`src/rtl/rf_writeback.sv`:
```
// Register-file write-side driver: ALU/load arbitration, load alignment and busy scoreboard.
// Optional WB_PERF_EN adds per-source write counters and an ALU-blocks-hold cycle counter.

module rf_writeback_chk (
  input logic clk,
  input logic rst_n,
  input logic rsp_orphan
);

  // Memory must never return data for a load that was not issued.
  property p_no_orphan_rsp;
    @(posedge clk) disable iff (!rst_n) !rsp_orphan;
  endproperty

  a_no_orphan_rsp: assert property (p_no_orphan_rsp)
    else $error("rf_writeback: memory response with empty load queue");

endmodule

module rf_writeback #(
  parameter int LQ_DEPTH = 4,
  parameter int XLEN     = 32
) (
  input  logic            clk,
  input  logic            rst_n,
  input  logic            alu_valid,
  input  logic [4:0]      alu_rd,
  input  logic [XLEN-1:0] alu_data,
  input  logic            ld_issue,
  input  logic [4:0]      ld_rd,
  input  logic [2:0]      ld_funct3,
  input  logic [1:0]      ld_off,
  output logic            ld_ready,
  input  logic            mem_rvalid,
  input  logic [XLEN-1:0] mem_rdata,
  output logic            mem_rready,
  output logic [31:0]     busy_mask,
  output logic            WrEn_RF,
  output logic [4:0]      WAddr_RF,
  output logic [XLEN-1:0] WD_RF
`ifdef WB_PERF_EN
  ,
  output logic [31:0]     perf_alu_wr,
  output logic [31:0]     perf_ld_wr,
  output logic [31:0]     perf_alu_block
`endif
);

  localparam int PW = $clog2(LQ_DEPTH);

  function automatic logic [XLEN-1:0] extract_load(
    input logic [2:0]      f3,
    input logic [1:0]      off,
    input logic [XLEN-1:0] word
  );
    logic [7:0]      b;
    logic [15:0]     h;
    logic [XLEN-1:0] r;
    case (off)
      2'd0:    b = word[7:0];
      2'd1:    b = word[15:8];
      2'd2:    b = word[23:16];
      2'd3:    b = word[31:24];
      default: b = 8'h00;
    endcase
    h = off[1] ? word[31:16] : word[15:0];
    case (f3)
      3'b000:  r = {{(XLEN-8){b[7]}}, b};
      3'b001:  r = {{(XLEN-16){h[15]}}, h};
      3'b010:  r = word;
      3'b100:  r = {{(XLEN-8){1'b0}}, b};
      3'b101:  r = {{(XLEN-16){1'b0}}, h};
      default: r = {XLEN{1'b0}};
    endcase
    return r;
  endfunction

  logic [4:0]      lq_rd_r  [LQ_DEPTH];
  logic [2:0]      lq_f3_r  [LQ_DEPTH];
  logic [1:0]      lq_off_r [LQ_DEPTH];
  logic [PW:0]     wr_ptr_r;
  logic [PW:0]     rd_ptr_r;
  logic [PW-1:0]   wr_idx_s;
  logic [PW-1:0]   rd_idx_s;
  logic            lq_full_s;
  logic            lq_empty_s;
  logic            push_s;
  logic            pop_s;
  logic            orphan_s;
  logic            hold_valid_r;
  logic [4:0]      hold_rd_r;
  logic [XLEN-1:0] hold_data_r;
  logic            drain_s;
  logic [XLEN-1:0] head_data_s;
  logic [31:0]     busy_r;
  logic [31:0]     set_mask_s;
  logic [31:0]     clr_mask_s;

  assign wr_idx_s   = wr_ptr_r[PW-1:0];
  assign rd_idx_s   = rd_ptr_r[PW-1:0];
  assign lq_empty_s = (wr_ptr_r == rd_ptr_r);
  assign lq_full_s  = (wr_ptr_r[PW] != rd_ptr_r[PW]) && (wr_idx_s == rd_idx_s);

  // busy_r[0] is never set, so loads to x0 never stall on the scoreboard.
  assign ld_ready   = !lq_full_s && !busy_r[ld_rd];
  assign drain_s    = hold_valid_r && !alu_valid;
  assign mem_rready = !hold_valid_r || drain_s;
  assign push_s     = ld_issue && ld_ready;
  assign pop_s      = mem_rvalid && mem_rready && !lq_empty_s;
  assign orphan_s   = mem_rvalid && mem_rready && lq_empty_s;
  assign busy_mask  = busy_r;
  assign head_data_s = extract_load(lq_f3_r[rd_idx_s], lq_off_r[rd_idx_s], mem_rdata);

  // Scoreboard set/clear masks for this cycle.
  always_comb begin
    set_mask_s = 32'h0000_0000;
    clr_mask_s = 32'h0000_0000;
    if (push_s && (ld_rd != 5'd0)) begin
      set_mask_s[ld_rd] = 1'b1;
    end else begin
      set_mask_s = 32'h0000_0000;
    end
    if (drain_s && (hold_rd_r != 5'd0)) begin
      clr_mask_s[hold_rd_r] = 1'b1;
    end else begin
      clr_mask_s = 32'h0000_0000;
    end
  end

  // Load queue storage; entries need no reset since pointers gate their use.
  always_ff @(posedge clk) begin
    if (push_s) begin
      lq_rd_r[wr_idx_s]  <= ld_rd;
      lq_f3_r[wr_idx_s]  <= ld_funct3;
      lq_off_r[wr_idx_s] <= ld_off;
    end
  end

  // Queue pointers, hold register and scoreboard.
  always_ff @(posedge clk or negedge rst_n) begin
    if (!rst_n) begin
      wr_ptr_r     <= '0;
      rd_ptr_r     <= '0;
      hold_valid_r <= 1'b0;
      hold_rd_r    <= 5'd0;
      hold_data_r  <= {XLEN{1'b0}};
      busy_r       <= 32'h0000_0000;
    end else begin
      if (push_s) begin
        wr_ptr_r <= wr_ptr_r + (PW+1)'(1);
      end
      if (pop_s) begin
        rd_ptr_r     <= rd_ptr_r + (PW+1)'(1);
        hold_valid_r <= 1'b1;
        hold_rd_r    <= lq_rd_r[rd_idx_s];
        hold_data_r  <= head_data_s;
      end else if (drain_s) begin
        hold_valid_r <= 1'b0;
      end
      busy_r <= (busy_r & ~clr_mask_s) | set_mask_s;
    end
  end

  // Registered write port; ALU wins, hold register drains when the ALU is idle.
  always_ff @(posedge clk or negedge rst_n) begin
    if (!rst_n) begin
      WrEn_RF  <= 1'b0;
      WAddr_RF <= 5'd0;
      WD_RF    <= {XLEN{1'b0}};
    end else if (alu_valid) begin
      WrEn_RF <= (alu_rd != 5'd0);
      if (alu_rd != 5'd0) begin
        WAddr_RF <= alu_rd;
        WD_RF    <= alu_data;
      end
    end else if (drain_s) begin
      WrEn_RF <= (hold_rd_r != 5'd0);
      if (hold_rd_r != 5'd0) begin
        WAddr_RF <= hold_rd_r;
        WD_RF    <= hold_data_r;
      end
    end else begin
      WrEn_RF <= 1'b0;
    end
  end

`ifdef WB_PERF_EN
  // Free-running performance counters, wrapping at 2^32.
  always_ff @(posedge clk or negedge rst_n) begin
    if (!rst_n) begin
      perf_alu_wr    <= 32'd0;
      perf_ld_wr     <= 32'd0;
      perf_alu_block <= 32'd0;
    end else begin
      if (alu_valid && (alu_rd != 5'd0)) begin
        perf_alu_wr <= perf_alu_wr + 32'd1;
      end
      if (drain_s && (hold_rd_r != 5'd0)) begin
        perf_ld_wr <= perf_ld_wr + 32'd1;
      end
      if (hold_valid_r && alu_valid) begin
        perf_alu_block <= perf_alu_block + 32'd1;
      end
    end
  end
`endif

  rf_writeback_chk u_chk (
    .clk        (clk),
    .rst_n      (rst_n),
    .rsp_orphan (orphan_s)
  );

endmodule

```
`config.mk`:
```
export PLATFORM = sky130hd
export DESIGN_NAME = rf_writeback
export DESIGN_NICKNAME = d
export VERILOG_FILES = /design/src/rtl/rf_writeback.sv
export SDC_FILE = /design/constraint.sdc
export NUM_CORES = 1
export LEC_CHECK = 0
export CORE_ASPECT_RATIO = 1.5
export CORE_UTILIZATION = 25
export DETAILED_ROUTE_END_ITERATION = 7
export PLACE_DENSITY = 0.52
export SKIP_CTS_REPAIR_TIMING = 1
export SYNTH_ARGS = -nofsm -noshare
export SYNTH_HDL_FRONTEND = slang
export SYNTH_HIERARCHICAL = 1
export SYNTH_SLANG_ARGS = --single-unit
export TNS_END_PERCENT = 1
```
`constraint.sdc`:
```
create_clock -name clk -period 3.1 [get_ports clk]
set_input_delay 0.775 -clock clk [delete_from_list [all_inputs] [get_ports clk]]
set_output_delay 0.775 -clock clk [all_outputs]
set_load 0.02 [all_outputs]
```
-- Yosys cells after proc, flatten, opt, wreduce, memory -nomap -nowiden
Memories as Yosys holds them, arrays and structs flattened. A register that Yosys moved wholly into a read port is not among the register bits.
Cells that the tools add are included.
- flip-flop bits (word level): 109
- memory bits (writable): 40
- input port bits: 84
- output and inout bits: 72
- word-level logic and storage cells: 82
- memories kept: 3
- add/subtract/negate cells: 2
- order comparisons: 4
- equal/unequal tests: 11
- multiplexer cells: 25
- bitwise gates (word level): 3
- reductions and logical operators: 26
- memories (name ; words ; bits a word ; read ports ; clocked after Yosys merged registers in ; write ports ; line ; source):
    lq_rd_r ; 4 ; 5 ; 1 ; 1 ; 1 ; 78 ; logic [4:0] lq_rd_r [LQ_DEPTH];
    lq_f3_r ; 4 ; 3 ; 1 ; 0 ; 1 ; 79 ; logic [2:0] lq_f3_r [LQ_DEPTH];
    lq_off_r ; 4 ; 2 ; 1 ; 0 ; 1 ; 80 ; logic [1:0] lq_off_r [LQ_DEPTH];
- operators by type and width (cell ; number):
    32-bit two-way mux ; 6
    32-bit case mux with 5 select lines ; 1
    32-bit AND ; 1
    32-bit NOT ; 1
    32-bit bitwise OR ; 1
    8-bit case mux with 4 select lines ; 1
    5-bit two-way mux ; 4
    16-bit two-way mux ; 1
    5-bit nonzero test ; 3
    5-bit by 6-bit less-than comparator with 1-bit output, second input constant ; 2
    1-bit demux with 5-bit select ; 2
    5-bit by 1-bit >= comparator with 1-bit output, second input constant ; 2
    1-bit logical AND ; 10
    1-bit two-way mux ; 9
    3-bit by 1-bit adder with 3-bit output, second input constant ; 2
    3-bit == test, second input constant ; 2
    1-bit zero test ; 6
    2-bit nonzero test ; 3
    1-bit binary-select mux with 5-bit select ; 1
    2-bit == test, second input constant ; 2
    3-bit by 1-bit == test with 1-bit output, second input constant ; 1
    3-bit by 2-bit == test with 1-bit output, second input constant ; 1
    3-bit == test ; 1
    3-bit zero test ; 1
    7 further kinds ; 7

-- Longest topological paths before layout
- depth after elaboration: 8
- gate-level depth with buffers: 9
- gate-level depth less buffers: 6

-- Least setup slack after synthesis
Ideal clock, no wire load.
- kind: input to output
- from: input ld_rd[0]
- to: output ld_ready
- data arrival time: 2.158 ns
- data required time: 2.325 ns
- slack: 0.167 ns
- cell stages on the path: 6
- buffers on the path: 1
- cells stage by stage: buf_2 -> mux4_2 -> inv_1 -> o221ai_1 -> nor3_2 -> and2_1
- cells in the longest elaborated chain, start to end: 4
- ends and longest elaborated chain (item ; line ; source):
    from (decl) ; 30 ; input logic [4:0] ld_rd,
    1-bit binary-select mux with 5-bit select ; 105 ; assign ld_ready = !lq_full_s && !busy_r[ld_rd];
    1-bit two-way mux (implied by the code) ; 105 ;
    1-bit zero test ; 105 ;
    1-bit logical AND ; 105 ;
    to (decl) ; 33 ; output logic ld_ready,
Every way passes these cells. The select of a mux whose other input is x is not followed.

-- Worst setup path after layout
Ends and elaborated chain as after synthesis.

==> reports/metrics.csv <==
metric,value,unit
cts.sinks,154,
cellPowerDensity,952,nW/µm²
yosysWarningCount,6,
critPathMaxFanout,7,
htree_levels,4,
grt_usage,16.1,%
root_buffer,clkbuf_16,
syn_inst,564,
fmax,331,MHz
place_congestion,0.824,
drive_gt1_share,18.9,%
period_minus_slack,3.02,ns
synth_nets,653,
grt_pass1_wl,34800,µm
ir_worst_vdd,0.000417,V
slowest_delay,0.53,ns
setup_viol,0,
ys.flop_type,dfrtp_1,
nNetsFinal,839,
post-route-drc-count,0,
hold_violations,0,
overflow,0,
layout_common_cells,"147 x clkdlybuf4s50_1, 114 x dfrtp_1, 47 x nor2_1, 44 x mux2i_1, 42 x o21ai_0",
arrival,2.24,ns
avgRoutedWirePerCell,20.5,µm
tritoncts,done,
drv_slew,0,
clock_latency,0.42,ns
core,27900,µm²
synth_seq_area_share,57.2,%
relSlewSlack,55.2,%
outcome,"finished, final reports clean",
r2r_start,rd_ptr_r[0]$_DFFE_PN0P_,
drv_cap,0,
whs,0.381,ns
fin_cells,1110,
worst_slew_pin_slew,0.672,ns
clock_path_buffers,2,
grt_pass1_vias,5614,
placed_area,9330,µm²
cp_num_buf_inv,3,
skew,0.0105,ns
initial_core_util,25.4,%
grt_setup_unrepaired,false,
drtIter0Drc,270,
netlist_area,7080,µm²
path_clk_slew,0.06,ns
drt_wl_total,22700,µm
total_power,9540,µW
critPathLaunchType,input port,
dp.final_hpwl,16700,µm
ys_types,55,
dr.pass1.iters,5,
die_area,29000,µm²
synth_edf_count,40,
cpMostUsedCell,buf_6,
postLayoutCellArea,10000,µm²
end_kind,primary output,
worst_path_max_delay_cell,mux4_2,
ys_async_sr_fraction,74.0,%
leakage,0.00407,µW
fin_tns_setup,0,ns
critical-path-top-delay-family,multiplexers,
hp-class,input port to async pin,
min_period_over_period,97.4,%
final_common_cell,clkdlybuf4s50_1,
die_y,208,µm
num_vias,5448,
drtAntennaViolNets,0,
num_io_pins,156,
port-buffer-count,155,
numCtsBuffers,17,
antenna_found_initial,1,
grt_max_degree,54,
placedCellCount,1075,
area_delta_synth_final,41.5,%
crit_start,ld_rd[0],
vias_per_cell,4.91,
rows,75,
synth_area_per_cell,12.6,µm²
die_w,139,µm
cp_cell_sequence,dlymetal6s2s_1 > buf_6 > mux4_2 > nand2b_4 > o221ai_2 > nor3_2 > and2_4 > buf_6,
fillers,2746,
path_class,input port to primary output,
cp.required,2.32,ns
ys_ff_latch,154,
## worst register-to-register path: cells and delay by family, from the launching register on
kind                   cells  cell delay, ns
multiplexers               2            0.96
buffers and inverters      3            0.55
flip-flops                 1            0.52
AO/OA/AOI/OAI              2            0.48
AND/OR/NAND/NOR            1            0.04
## registers in the layout, indices dropped and copies added, names as in the netlist
register,count
WD_RF,32
busy_mask,32
hold_data_r,32
lq_rd_r,20
lq_f3_r,12
lq_off_r,8
WAddr_RF,5
hold_rd_r,5
rd_ptr_r,3
wr_ptr_r,3
WrEn_RF,1
hold_valid_r,1
## cells in the mapped netlist (all sizes together), types with 6 or more instances
cell type / n / area [µm²]
dfrtp: 114 / 2850
nor2: 49 / 199
clkbuf: 19 / 71.3
nand2: 17 / 66.3
inv: 8 / 30.0
mux2i: 45 / 454
a21oi: 42 / 218
edfxtp: 40 / 1200
a222oi: 6 / 60.1
a221o: 24 / 240
nand2b: 6 / 37.5
o31ai: 34 / 269
o21ai: 45 / 225
nand3: 6 / 35.0
mux2: 17 / 191
buf: 18 / 111
mux4: 13 / 293
nand3b: 6 / 45.0
a22o: 7 / 61.3
## final timing paths
path | end | slack (ns) | cells past startpoint
hold reg to reg | busy_mask[0]$_DFF_PN0_ | 0.41 | 0
max in group asynchronous | hold_data_r[5]$_DFFE_PN0P_ | 1.98 | 2
hold / removal | WD_RF[28]$_DFFE_PN0P_ | 0.38 | 1
setup reg to reg | hold_data_r[23]$_DFFE_PN0P_ | 0.43 | 8
setup / recovery | ld_ready | 0.08 | 8
min in group clk | busy_mask[0]$_DFF_PN0_ | 0.41 | 0
## metrics by stage
step | setup WS [ns] | utilization [%]
finish | 0.0811 | 36.0
global route | 0.0219 | 35.9
CTS | -0.789 | 35.6
detailed placement | -0.779 | 33.5
global placement | -0.755 | 33.5
floorplan | 0.167 | -
## power breakdown
part	internal, µW	total (µW)	leakage (µW)	switching (µW)
logic	1920	4000	0.00199	2080
clock network	1240	2110	0.000292	869
registers	2800	3440	0.00179	631
## routing by layer
metal,global-route usage (%),wire [µm]
met5,0,0
met4,8.12,801
met3,3.66,1250
met2,28.5,11900
met1,18.1,8760
## area by class of cell
type	instances	area (µm²)	share of cell area (%)
Tap cell	346	433	4.32
Sequential cell	154	4050	40.5
Inverter	8	30.0	0.300
Clock inverter	12	135	1.35
Clock buffer	20	457	4.56
Multi-Input combinational cell	365	2890	28.8
Antenna cell	1	2.50	0.0250
Timing Repair Buffer	204	2020	20.2
## cells by family (layout without fill, tap and decap cells)
family | count (synthesis) | in the layout | share of synthesized area, %
compound gates | 168 | 168 | 16.3
xor+xnor | 7 | 7 | 0.865
fa+ha+maj | 5 | 5 | 0.883
buf+inv | 45 | 244 | 3.00
flops | 154 | 154 | 57.2
mux | 75 | 75 | 13.2
other cells | 0 | 1 | 0
simple gates | 110 | 110 | 8.50
(Power assumes the default switching activity.)
